### src/rtl/bbox_overlay_pkg.sv
// Shared constants and types for the bounding-box overlay.
// Holds frame geometry, FSM state encoding and the pixel/box types.
package bbox_overlay_pkg;

  localparam int H_ACTIVE = 640;
  localparam int V_ACTIVE = 480;

  localparam logic [9:0] X_LAST = 10'(H_ACTIVE - 1);
  localparam logic [9:0] Y_LAST = 10'(V_ACTIVE - 1);

  localparam logic [1:0] ST_IDLE  = 2'd0;
  localparam logic [1:0] ST_TRACK = 2'd1;
  localparam logic [1:0] ST_HOLD  = 2'd2;

  typedef logic [11:0] rgb444_t;

  typedef struct packed {
    logic [9:0] left;
    logic [9:0] right;
    logic [9:0] top;
    logic [9:0] bottom;
  } box_t;

  function automatic logic box_valid(box_t b);
    return (b.left < b.right) && (b.top < b.bottom) &&
           (b.right <= X_LAST) && (b.bottom <= Y_LAST);
  endfunction

endpackage

### src/rtl/bbox_capture.sv
// Frame-end capture of the incoming box, shadow register and
// IDLE/TRACK/HOLD tracking FSM with a bounded miss counter.
module bbox_capture
  import bbox_overlay_pkg::*;
#(
  parameter int HOLD_FRAMES = 8
) (
  input  logic       vga_clk,
  input  logic       rst,
  input  logic [9:0] i_pixel_x,
  input  logic [9:0] i_pixel_y,
  input  box_t       i_box,
  output box_t       o_shadow,
  output logic       o_active,
  output logic [3:0] o_miss_cnt
);

  localparam logic [4:0] HOLD_LIM = 5'(HOLD_FRAMES);

  logic       w_frame_end;
  logic       w_valid;
  logic       w_miss_full;
  logic [1:0] w_state_nx;
  logic [3:0] w_miss_nx;

  logic [1:0] r_state;
  logic [3:0] r_miss;
  logic       r_active;
  box_t       r_shadow;

  assign w_frame_end = (i_pixel_x == X_LAST) && (i_pixel_y == Y_LAST);
  assign w_valid     = box_valid(i_box);
  assign w_miss_full = ({1'b0, r_miss} + 5'd1) >= HOLD_LIM;

  // Next-state and miss counter; only frame end can move the FSM.
  always_comb begin
    w_state_nx = r_state;
    w_miss_nx  = r_miss;
    if (w_frame_end) begin
      unique case (r_state)
        ST_IDLE: begin
          if (w_valid) begin
            w_state_nx = ST_TRACK;
            w_miss_nx  = 4'd0;
          end
        end
        ST_TRACK: begin
          if (!w_valid) begin
            if (HOLD_LIM <= 5'd1) begin
              w_state_nx = ST_IDLE;
              w_miss_nx  = 4'd0;
            end else begin
              w_state_nx = ST_HOLD;
              w_miss_nx  = 4'd1;
            end
          end
        end
        ST_HOLD: begin
          if (w_valid) begin
            w_state_nx = ST_TRACK;
            w_miss_nx  = 4'd0;
          end else if (w_miss_full) begin
            w_state_nx = ST_IDLE;
            w_miss_nx  = 4'd0;
          end else begin
            w_miss_nx  = r_miss + 4'd1;
          end
        end
        default: begin
          w_state_nx = ST_IDLE;
          w_miss_nx  = 4'd0;
        end
      endcase
    end
  end

  // State, activity flag and shadow box; shadow only takes valid boxes.
  always_ff @(posedge vga_clk or posedge rst) begin
    if (rst) begin
      r_state         <= ST_IDLE;
      r_miss          <= 4'd0;
      r_active        <= 1'b0;
      r_shadow.left   <= 10'd0;
      r_shadow.right  <= X_LAST;
      r_shadow.top    <= 10'd0;
      r_shadow.bottom <= Y_LAST;
    end else begin
      r_state  <= w_state_nx;
      r_miss   <= w_miss_nx;
      r_active <= (w_state_nx != ST_IDLE);
      if (w_frame_end && w_valid) begin
        r_shadow <= i_box;
      end
    end
  end

  assign o_shadow   = r_shadow;
  assign o_active   = r_active;
  assign o_miss_cnt = r_miss;

endmodule

### src/rtl/bbox_overlay.sv
// Draws a tracked bounding-box outline over the VGA pixel stream.
// Optional crosshair at box centre: define BBOX_OVERLAY_CROSSHAIR_EN.
module bbox_overlay
  import bbox_overlay_pkg::*;
#(
  parameter int          LINE_W      = 2,
  parameter logic [11:0] BOX_COLOR   = 12'hF00,
  parameter int          HOLD_FRAMES = 8
) (
  input  logic        vga_clk,
  input  logic        rst,
  input  logic [9:0]  pixel_x,
  input  logic [9:0]  pixel_y,
  input  logic [11:0] img_data,
  input  logic [9:0]  left,
  input  logic [9:0]  right,
  input  logic [9:0]  top,
  input  logic [9:0]  bottom,
  output logic [11:0] out_data,
  output logic        box_active,
  output logic [3:0]  miss_cnt
);

  localparam logic [10:0] LW = 11'(LINE_W);

  box_t        w_box;
  box_t        w_shadow;
  logic        w_active;
  logic [3:0]  w_miss;
  logic [10:0] w_x, w_y, w_l, w_r, w_t, w_b;
  logic        w_in_box;
  logic        w_edge;
  logic        w_paint;
  rgb444_t     r_out;

  assign w_box = {left, right, top, bottom};

  bbox_capture #(
    .HOLD_FRAMES(HOLD_FRAMES)
  ) u_capture (
    .vga_clk   (vga_clk),
    .rst       (rst),
    .i_pixel_x (pixel_x),
    .i_pixel_y (pixel_y),
    .i_box     (w_box),
    .o_shadow  (w_shadow),
    .o_active  (w_active),
    .o_miss_cnt(w_miss)
  );

  assign w_x = {1'b0, pixel_x};
  assign w_y = {1'b0, pixel_y};
  assign w_l = {1'b0, w_shadow.left};
  assign w_r = {1'b0, w_shadow.right};
  assign w_t = {1'b0, w_shadow.top};
  assign w_b = {1'b0, w_shadow.bottom};

  // 11-bit compares keep thin boxes filled instead of wrapping.
  assign w_in_box = (w_x >= w_l) && (w_x <= w_r) &&
                    (w_y >= w_t) && (w_y <= w_b);
  assign w_edge   = (w_x < w_l + LW) || (w_x + LW > w_r) ||
                    (w_y < w_t + LW) || (w_y + LW > w_b);

`ifdef BBOX_OVERLAY_CROSSHAIR_EN
  logic [10:0] w_cx, w_cy;
  logic        w_cross;

  assign w_cx    = (w_l + w_r) >> 1;
  assign w_cy    = (w_t + w_b) >> 1;
  assign w_cross = ((w_y == w_cy) && (w_x + 11'd8 >= w_cx) &&
                    (w_x <= w_cx + 11'd8)) ||
                   ((w_x == w_cx) && (w_y + 11'd8 >= w_cy) &&
                    (w_y <= w_cy + 11'd8));
  assign w_paint = w_active && w_in_box && (w_edge || w_cross);
`else
  assign w_paint = w_active && w_in_box && w_edge;
`endif

  // One-cycle registered pixel output.
  always_ff @(posedge vga_clk or posedge rst) begin
    if (rst) begin
      r_out <= 12'h000;
    end else begin
      r_out <= w_paint ? BOX_COLOR : img_data;
    end
  end

  assign out_data   = r_out;
  assign box_active = w_active;
  assign miss_cnt   = w_miss;

endmodule

### config.mk
export PLATFORM = sky130hd
export DESIGN_NAME = bbox_overlay
export DESIGN_NICKNAME = d
export VERILOG_FILES = /design/src/rtl/bbox_overlay_pkg.sv /design/src/rtl/bbox_capture.sv /design/src/rtl/bbox_overlay.sv
export SDC_FILE = /design/constraint.sdc
export NUM_CORES = 1
export LEC_CHECK = 0
export CELL_PAD_IN_SITES_DETAIL_PLACEMENT = 0
export CELL_PAD_IN_SITES_GLOBAL_PLACEMENT = 2
export CORE_MARGIN = 8
export CORE_UTILIZATION = 34
export DETAILED_ROUTE_END_ITERATION = 8
export PLACE_DENSITY = 0.9
export SKIP_LAST_GASP = 1
export SLEW_MARGIN = 15
export SYNTH_ARGS = -nofsm -noshare
export SYNTH_HDL_FRONTEND = slang
export SYNTH_SLANG_ARGS = --single-unit
### constraint.sdc
create_clock -name vga_clk -period 4.26 [get_ports vga_clk]
set_clock_uncertainty 0.15 [all_clocks]
set_input_delay 1.278 -clock vga_clk [delete_from_list [all_inputs] [get_ports vga_clk]]
set_output_delay 1.278 -clock vga_clk [all_outputs]
set_load 0.01 [all_outputs]
==> Word level (Yosys, flattened, before mapping) <==
Cells that the tools add are included.
{ "op_classes": {"addsub": 6, "n_mul": 0, "div": 0, "magnitude_cmp": 13, "eq_ne": 6, "shifts": 0, "mux": 12, "bitwise_logic": 0, "reduce_logical": 16} }
{ "ops": {"columns": ["cell", "n"], "rows": [
  ["$add 10x2->11 const B", 4],
  ["$gt 11x10->1", 2],
  ["$lt 10x11->1", 2],
  ["$ge 10x10->1", 2],
  ["$le 10x10->1", 2],
  ["$lt 10x10->1", 2],
  ["$mux 4", 4],
  ["$mux 12", 1],
  ["$pmux 4 s3", 1],
  ["$eq 10x10->1 const B", 1],
  ["$eq 10x9->1 const B", 1],
  ["$le 10x10->1 const B", 1],
  ["$le 10x9->1 const B", 1],
  ["$logic_and 1x1->1", 10],
  ["$mux 2", 5],
  ["$pmux 2 s3", 1],
  ["$add 4x1->5 const B", 1],
  ["$ge 5x4->1 const B", 1],
  ["$add 4x1->4 const B", 1],
  ["$logic_or 1x1->1", 3],
  ["$reduce_and 3->1", 1],
  ["$eq 2x1->1 const B", 1],
  ["$eq 2x2->1 const B", 1],
  ["$logic_not 2->1", 1],
  ["3 further kinds", 3]
]} }
{ "word_totals": {"register_bits": 59, "latchBits": 0, "mem_bits_rw": 0, "romBits": 0, "inputBits": 74, "output_inout_bits": 17, "elab_cells": 61, "memories": 0} }

==> Depth between registers and ports, before layout <==
Gate-level depths: netlist of run 1.
{ "depth": {"ltp_word": 8, "mapped_depth": 13, "depth_no_buf": 12} }

==> Modules after synthesis <==
Synthesis of run 1 repeated with hierarchy kept, for this count alone.
{ "unflattened": {"cells_unflattened": 547, "hier_area_um2": 5507.8} }
{ "by_module_without_submodules": {"columns": ["module", "n_inst", "cells_each", "area_per_inst_um2", "seq_area_each_um2"], "rows": [
  ["bbox_overlay", 1, 336, 2782.7, 300.3],
  ["bbox_capture", 1, 211, 2725.1, 1196.1]
]} }

==> Least setup slack after synthesis of run 1 <==
No wires, ideal clock.
{ "synth_path": {"path_type": "input port to flip-flop", "from": "in pixel_x[4]", "to": "reg r_out[10] (netlist: out_data[10])", "setup_time_ns": 0.127, "arrival_time_ns": 3.561, "required_ns": 3.983, "setup_slack_ns": 0.422, "cell_stages": 12, "n_path_buf": 1, "path_cell_list": "and3_1 > and2_1 > nand4_1 > xnor2_1 > ha_1 > a21o_1 > a2111oi_0 > a21oi_1 > nor4_1 > nor4_1 > clkbuf_1 > or2_2"} }
{ "synth_via": {"elab_chain_len": 7, "word_cells_on_any_way": 14, "classes_between": "1 x add/sub; 4 x order compare; 1 x mux; 8 x reduce/logical"} }
{ "synth_rtl": {"columns": ["element", "line", "source"], "rows": [
  ["start, declared", "bbox_overlay.sv:12", "input logic [9:0] pixel_x,"],
  ["$add 10x2->11, or another cell as far along", "bbox_overlay.sv:61", "assign w_edge = (w_x < w_l + LW) || (w_x + LW > w_r) ||"],
  ["$gt 11x10->1 / $logic_and 1x1->1 (equally long branches)", "bbox_overlay.sv:61, bbox_overlay.sv:59", null],
  ["$logic_or 1x1->1 / $logic_and 1x1->1 (equally long branches)", "bbox_overlay.sv:61, bbox_overlay.sv:59", null],
  ["$logic_or 1x1->1 / $logic_and 1x1->1 (equally long branches)", "bbox_overlay.sv:61, bbox_overlay.sv:60", null],
  ["$logic_or 1x1->1 / $logic_and 1x1->1 (equally long branches)", "bbox_overlay.sv:62, bbox_overlay.sv:76", null],
  ["$logic_and 1x1->1 *", "bbox_overlay.sv:76", "assign w_paint = w_active && w_in_box && w_edge;"],
  ["$mux 12 *", "bbox_overlay.sv:84", "r_out <= w_paint ? BOX_COLOR : img_data;"],
  ["end signal, assigned", "bbox_overlay.sv:84", null],
  ["end, declared", "bbox_overlay.sv:34", "rgb444_t r_out;"]
]} }
Every way passes the cells marked *; elsewhere a longest branch is shown, timed or not.
A chain may end at the register's enable or synchronous reset.

==> Worst setup path after layout of run 1 <==
{ "layout_path": {"from": "in pixel_x[4]", "to": "reg r_out[11] (netlist: out_data[11])"} }
The elaborated chain is that of the path after synthesis.

==> results of run 1 <==
-- how the worst max path moves through the flow --
stage	from	end	slack [ns]	cells after the start
global placement	pixel_x[3]	out_data[9]$_DFF_PP0_	-0.17	13
floorplan	pixel_x[4]	out_data[10]$_DFF_PP0_	0.42	12
finish	pixel_x[4]	out_data[11]$_DFF_PP0_	0.20	13
CTS	pixel_x[3]	out_data[8]$_DFF_PP0_	0.06	13
global route	pixel_y[2]	out_data[8]$_DFF_PP0_	0.02	14
detailed placement	pixel_x[3]	out_data[11]$_DFF_PP0_	-0.29	13
-- layer usage --
layer	up-vias	wire, um	share of wire	GRT usage
li1	2203	-	-	-
met1	2039	6438	0.45	0.1792
met2	87	6753	0.48	0.2426
met3	17	744	0.053	0.04018
met4	0	226	0.016	0.04808
met5	-	0	0	0
-- cells by family (layout without fill, tap and decap cells) --
kind of cell	after synthesis	count (layout)
compound gates	97	97
xor+xnor	28	28
fa+ha+maj	104	104
buf+inv	75	208
flops	59	59
mux	40	40
simple gates	135	135
-- flip-flops by register name, summed over array words and instances, names as in the netlist --
| register | flops |
|---|---|
| u_capture.o_miss_cnt | 4 |
| u_capture.o_shadow | 40 |
| out_data | 12 |
| u_capture.r_state | 2 |
| u_capture.o_active | 1 |
-- power by group through the flow --
stage | Clock, W | Combinational (W) | Sequential (W)
after global routing | 0.000827 | 0.000336 | 0.000576
after floorplan | 0 | 0.000123 | 0.000590
final | 0.000781 | 0.000302 | 0.000575
after global placement | 0 | 0.000295 | 0.000584
after detailed placement | 0 | 0.000303 | 0.000584
after CTS | 0.000802 | 0.000304 | 0.000575
-- layout make-up --
cell class / instances / area (um^2)
fill: 1430 / 8242
multi-input combinational: 404 / 3478
sequential: 59 / 1496
timing repair buffer: 123 / 1174
inverter: 69 / 259.0
tap: 188 / 235.2
clock buffer: 10 / 229.0
clock inverter: 6 / 88.84
-- tightest hold or removal path: cells and delay by family, from the launching register on --
family	cells	cell delay, ns
buffers and inverters	1	0.06
and+or+nand+nor	1	0.10
DFF	1	0.32
-- stage by stage --
stage                     instance area (um^2)  cells  utilization  hold WS (ns)  power [W]
after floorplan                           5276    538            -        0.3278  0.0007130
after global placement                    6611    843       0.4349        0.3428  0.0008789
after detailed placement                  6611    843       0.4349        0.3523  0.0008871
after CTS                                 6929    859       0.4558        0.3652   0.001682
after global routing                      6960    859       0.4579        0.3743   0.001739
final                                     6960    859       0.4579        0.3655   0.001658
-- Yosys cell counts (all sizes together), types with 2 or more instances --
library cell and instances:
a21o 10, nand2b 4, nor2b 9, a21oi 21
nand2 19, o21a 8, mux2i 18, mux2 22
o21ai 22, dfrtp 43, nor2 15, nor3b 3
inv 69, and2 4, nand3 22, or2 4
nor4 5, o32ai 2, o211ai 3, nor3 11
ha 104, buf 5, a221oi 2, and3 7
a22o 2, a31o 2, a211oi 8, a2111oi 3
dfstp 16, xnor2 23, a31oi 3, and2b 3
o21bai 4, xor2 5, nand4 22
-- cells in the final DEF (no fill, tap or decap), types with 4 or more instances in the layout --
| master | instances |
|---|---|
| nand4_1 | 22 |
| nand3_1 | 22 |
| dfstp_2 | 16 |
| nor2_1 | 14 |
| buf_4 | 31 |
| or2_2 | 4 |
| o21ai_0 | 21 |
| a21o_1 | 10 |
| o21a_1 | 8 |
| a21oi_1 | 21 |
| xor2_1 | 5 |
| nand2_1 | 19 |
| and3_1 | 7 |
| a211oi_1 | 6 |
| nor4_1 | 5 |
| clkdlybuf4s50_1 | 90 |
| inv_1 | 68 |
| nor3_1 | 10 |
| nor2b_1 | 9 |
| and2_1 | 4 |
| mux2_4 | 20 |
| nand2b_1 | 4 |
| mux2i_1 | 18 |
| xnor2_1 | 23 |
| ha_1 | 103 |
| clkbuf_16 | 9 |
| dfrtp_1 | 43 |
| o21bai_1 | 4 |
==> summary.txt, run 1 <==
Outcome
  • Outcome: finished clean

Layout
  • Final #Nets: between 800 and 900
  • Area Growth Syn to Fin: 31.92%
  • Antenna fix cells: 0
  • Share of layout cells above drive strength 1: 0.1475

Floorplan
  • DIE AREA: around 20000 um^2
  • Starting Density: 0.3471
  • Die Y: about 140 um
  • I/O Pins: 91
  • Placeable core area: between 15000 and 20000 um^2
  • Site Rows: 45
  • Die W: 140.6 um

STA
  • Setup slack after layout: slightly below 0.2 ns
  • Minimum clock period: 4.065 ns
  • Fmax: around 250 MHz
  • RSZ-0062 raised after global routing: false
  • Setup TNS: 0 ns
  • Worst-Margin Slew: 0.5581 ns
  • Fin crit share: 0.9542
  • Worst rel slew slack: 0.6183
  • Final setup fails: 0
  • Max Transition Viols Final: 0
  • Final hold violations: 0

Yosys
  • Yosys warning count: 0
  • Post-synthesis compound-gate area fraction: 0.1217
  • Number of synthesized flops with an enable pin: 0
  • Count of cell types in the netlist: 56
  • Largest family of logic cells by synthesized area: adder cells
  • Register area share after synthesis: 0.2836
  • Synth Area in Simple Gates: 0.1432
  • Avg Inst Size Synth: around 10 um^2
  • Main synth FF type: dfrtp_1
  • Post-synthesis adder-cell area fraction: 0.2466
  • Cell area after synthesis: about 5300 um^2
  • Synth top area share: 0.2466
  • #FFs+latches synth: between 50 and 60
  • Leading area contributor after synthesis: ha_1
  • Top post-synthesis cells by area: ha_1 (25%), dfrtp_1 (20%), dfstp_2 (8.0%)
  • Syn_nets: 716
  • FFs w/ async S/R, synth: 1.000
  • Syn Inst Count: ~540
  • Portion of netlist area occupied by mux cells: 0.09533
  • Xor/xnor share of the synthesized area: 0.04648

Global route
  • Number of global-route vias before repair: roughly 4.7k
  • Total congestion overflow: 0
  • Overall Global Routing Usage: 0.1459
  • Initial antenna violation count: 0
  • First-pass GRT wire length: 23090 um
  • Largest net degree at the start of global routing: 40

Clocking
  • Clock Latency Late Sink: 0.33 ns
  • Clock sinks: slightly below 60
  • Gates resized, CTS repair: 0
  • Post-CTS setup buffer count: 0
  • CTS root buffer: clkbuf_16
  • Hold_buf cts: 0
  • H-tree depth: 3
  • CTS tree: done
  • Total CTS buffers: 9
  • Clk buf depth: 2
  • Clk slew on worst S/H paths: approximately 0.050 ns

Hold path
  • Hold Path End: u_capture.o_shadow[9]$_DFFE_PP0P_
  • Hold_sp: u_capture.o_shadow[9]$_DFFE_PP0P_
  • HP Class: reg2reg
  • WHS Path Cells: 2

Power and ir drop
  • Clock share of power: 0.471
  • Worst VDD drop: around 140 uV
  • Reg power frac: 0.347
  • Leakage power: about 3.3 nW
  • Switching share of power: 0.2480
  • Combinational power share: 0.182
  • Pwr per Cell Area: 238.2 nW/um^2
  • Internal Dissipation: approximately 0.0012 W
  • Psw: approximately 0.00041 W

Detailed routing
  • Drt total wl: between 10000 and 15000 um
  • Iteration-0 DRC Markers: between 150 and 200
  • First-pass iteration count of the detailed router: 4
  • Remaining DRCs: 0
  • DR vias: around 4.3k
  • Antenna viol nets, final: 0
  • WL per Instance: ~16 um
  • Vias per cell: about 5

Critical path
  • Critical path required time: ~4.3 ns
  • CP peak stage delay: approximately 0.47 ns
  • Most used cell along the critical path: nor4_1
  • Critical Path Source Type: input port
  • Largest delay share family, worst path: simple AND/OR/NAND/NOR gates
  • Reg2Reg Depth: 13
  • Critical-path maximum fanout: 8
  • WP buf/inv: 2
  • Crit-path slowest cell: clkdlybuf4s50_1
  • Crit path arrival time: 4.13 ns
  • Critical Path End Type: flop
  • Critical-path cell list: clkdlybuf4s50_1 > and3_1 > and2_1 > nand4_1 > xnor2_1 > ha_1 > a21o_1 > a2111oi_4 > a21oi_1 > nor4_1 > nor4_1 > buf_4 > or2_2
  • Reg2reg start: u_capture.o_shadow[31]$_DFFE_PP0P_
  • Worst reg2reg path endpoint: out_data[3]$_DFF_PP0_
  • Reg2reg setup slack: roughly 1.1 ns
  • CP Class: in2reg

Placed design
  • GPL Wtd Cong: roughly 0.86
  • Post-Place Setup Slack: -0.2914 ns
  • PortBufs: 90
  • Post-DP HPWL: 12030 um

Job
  • Max-Cap Viols: 0
Note: power is estimated with default switching activity, not from simulation.
==> inputs of run 2 (changes only) <==
--- a/config.mk
+++ b/config.mk
@@ -9,8 +9,9 @@
 export CELL_PAD_IN_SITES_GLOBAL_PLACEMENT = 2
 export CORE_MARGIN = 8
 export CORE_UTILIZATION = 34
+export CTS_CLUSTER_DIAMETER = 120
 export DETAILED_ROUTE_END_ITERATION = 8
-export PLACE_DENSITY = 0.9
+export PLACE_DENSITY = 0.8
 export SKIP_LAST_GASP = 1
 export SLEW_MARGIN = 15
 export SYNTH_ARGS = -nofsm -noshare
==> summary.txt, run 2 (synthesis gave the netlist of run 1 again) <==
STA
  • Max Transition Viols Final: 0 (unchanged)
  • Fmax: 243.0 MHz (was 246.0 MHz)
  • RSZ-0062 raised after global routing: false (unchanged)
  • Minimum clock period: 4.115 ns (was 4.065 ns)
  • Setup TNS: 0 ns (unchanged)
  • Worst-Margin Slew: 0.5217 ns (was 0.5581 ns)
  • Final hold violations: 0 (unchanged)
  • Worst rel slew slack: 0.6486 (was 0.6183)
  • Fin crit share: 0.9658 (was 0.9542)
  • Setup slack after layout: 0.1455 ns (was 0.1953 ns)
  • Final setup fails: 0 (unchanged)

Hold path
  • WHS Path Cells: 1 (was 2)
  • Hold Path End: u_capture.o_shadow[19]$_DFFE_PP0P_ (was u_capture.o_shadow[9]$_DFFE_PP0P_)
  • HP Class: reg2reg (unchanged)
  • Hold_sp: u_capture.o_shadow[19]$_DFFE_PP0P_ (was u_capture.o_shadow[9]$_DFFE_PP0P_)

Outcome
  • Outcome: finished clean (unchanged)

Clocking
  • CTS tree: done (unchanged)
  • Post-CTS setup buffer count: 0 (unchanged)
  • CTS root buffer: clkbuf_16 (unchanged)
  • H-tree depth: 3 (unchanged)
  • Clock sinks: 59 (unchanged)
  • Clk buf depth: 2 (unchanged)
  • Hold_buf cts: 0 (unchanged)
  • Clock Latency Late Sink: 0.34 ns (was 0.33 ns)
  • Total CTS buffers: 9 (unchanged)
  • Clk slew on worst S/H paths: 0.05 ns (about the same)

Global route
  • Number of global-route vias before repair: 4901 (was 4697)
  • Total congestion overflow: 0 (unchanged)
  • Overall Global Routing Usage: 0.1500 (was 0.1459)
  • First-pass GRT wire length: 23650 um (was 23090 um)
  • Initial antenna violation count: 0 (unchanged)
  • Largest net degree at the start of global routing: 26 (was 40)

Layout
  • Final #Nets: 865 (was 844)
  • Area Growth Syn to Fin: 35.26% (was 31.92%)
  • Commonest cells after routing, fill and taps aside: ha_1 (104), clkdlybuf4s50_1 (90), inv_1 (68), buf_4 (52), dfrtp_1 (43) (was ha_1 (103), clkdlybuf4s50_1 (90), inv_1 (68), dfrtp_1 (43), buf_4 (31))
  • Max reg flops: 40 (unchanged)
  • Final core utilization: 0.4695 (was 0.4579)
  • Fill count: 1460 (was 1430)
  • Antenna fix cells: 0 (unchanged)
  • Share of layout cells above drive strength 1: 0.1749 (was 0.1475)
  • Most common cell after layout, fill and taps aside: ha_1 (unchanged)
  • Post-route cell area: 7137 um^2 (was 6960 um^2)

Job
  • Max-Cap Viols: 0 (unchanged)

Critical path
  • CP Class: in2reg (unchanged)
  • Critical Path Source Type: input port (unchanged)
  • Reg2Reg Depth: 13 (unchanged)
  • Crit path arrival time: 4.18 ns (was 4.13 ns)
  • Critical Path End Type: flop (unchanged)
  • Worst reg2reg path endpoint: out_data[3]$_DFF_PP0_ (unchanged)
  • Critical-path maximum fanout: 9 (was 8)
  • Reg2reg setup slack: 1.06 ns (was 1.09 ns)
  • Critical path required time: 4.33 ns (was 4.32 ns)
  • Reg2reg start: u_capture.o_shadow[34]$_DFFE_PP0P_ (was u_capture.o_shadow[31]$_DFFE_PP0P_)

Floorplan
  • Starting Density: 0.3471 (unchanged)
  • I/O Pins: 91 (unchanged)
  • Die W: 140.6 um (unchanged)
  • DIE AREA: 19760 um^2 (unchanged)
  • Placeable core area: 15200 um^2 (unchanged)
  • Site Rows: 45 (unchanged)
  • Die Y: 140.6 um (unchanged)

Detailed routing
  • WL per Instance: 16.23 um (was 16.49 um)
  • DR vias: 4461 (was 4346)
  • First-pass iteration count of the detailed router: 6 (was 4)
  • Drt total wl: 14280 um (was 14160 um)
  • Antenna viol nets, final: 0 (unchanged)
  • Remaining DRCs: 0 (unchanged)
  • Iteration-0 DRC Markers: 143 (was 170)
  • Vias per cell: 5.069 (was 5.059)

Power and ir drop
  • Pwr per Cell Area: 238.1 nW/um^2 (was 238.2 nW/um^2)
  • Leakage power: 3.375 nW (was 3.260 nW)
  • Worst VDD drop: 167.1 uV (was 143.1 uV)
  • Total power: 0.001700 W (was 0.001658 W)

Placed design
  • PortBufs: 90 (unchanged)
  • Post-DP HPWL: 12240 um (was 12030 um)
  • DP Area: 6775 um^2 (was 6611 um^2)
  • GPL Wtd Cong: 0.8402 (was 0.8629)
  • Post-Place Setup Slack: -0.3528 ns (was -0.2914 ns)
-- run 2: final cells by class --
class                   instances  area [um^2]  share of cell area
clock buffers                  11        242.7             0.03401
clock inverters                 5        85.08             0.01192
inverters                      69        259.0             0.03629
multi-input cells             404         3487              0.4886
flip-flops and latches         59         1496              0.2097
well taps                     188        235.2             0.03296
repair buffers                144         1331              0.1865
-- run 2: repair_timing --
item / 4_1_cts / 5_1_grt
pin swaps: 0 / 2
setup endpoints to repair: 1 / 12
hold endpoints to repair: 0 / 0
resized for setup: 1 / 5
-- run 2: worst max-delay path by stage --
stage | start | endpoint | slack [ns] | cells past startpoint
after floorplan | pixel_x[4] | out_data[10]$_DFF_PP0_ | 0.42 | 12
after global placement | pixel_x[4] | out_data[11]$_DFF_PP0_ | -0.23 | 13
after detailed placement | pixel_x[3] | out_data[8]$_DFF_PP0_ | -0.35 | 13
after CTS | pixel_x[3] | out_data[9]$_DFF_PP0_ | 0.04 | 13
after global routing | pixel_y[1] | out_data[11]$_DFF_PP0_ | 0.02 | 14
final | pixel_x[3] | out_data[8]$_DFF_PP0_ | 0.15 | 14
-- run 2: critical path: stages --
cell             delay [ns]
clkdlybuf4s50_1        0.48
and3_1                 0.18
and2_1                 0.15
buf_4                  0.13
nand4_1                0.12
xnor2_1                0.16
ha_1                   0.37
nand4_1                0.11
o32ai_1                0.30
a21oi_2                0.08
nor4_2                 0.30
nor4_2                 0.11
buf_12                 0.14
or2_2                  0.27
-- run 2: per-stage QoR --
step,hold WS (ns),cells
3_3_place_gp,0.3422,864
6_report,0.3654,880
2_1_floorplan,0.3278,538
3_5_place_dp,0.3543,864
4_1_cts,0.3679,880
5_1_grt,0.3858,880
-- run 2: power breakdown --
part           internal, W  switching [W]
Clock             0.000531       0.000277
Combinational     0.000174       0.000142
Sequential        0.000572     0.00000322
Total              0.00128       0.000423
-- run 2: routing by layer --
| layer | vias to the layer above | global-route usage | wire length, um | share of wire |
|---|---|---|---|---|
| met5 | - | 0 | 0 | 0 |
| met4 | 0 | 0.06278 | 268 | 0.019 |
| met3 | 16 | 0.02971 | 643 | 0.045 |
| met2 | 78 | 0.2418 | 6436 | 0.45 |
| met1 | 2122 | 0.1926 | 6932 | 0.49 |
| li1 | 2245 | - | - | - |
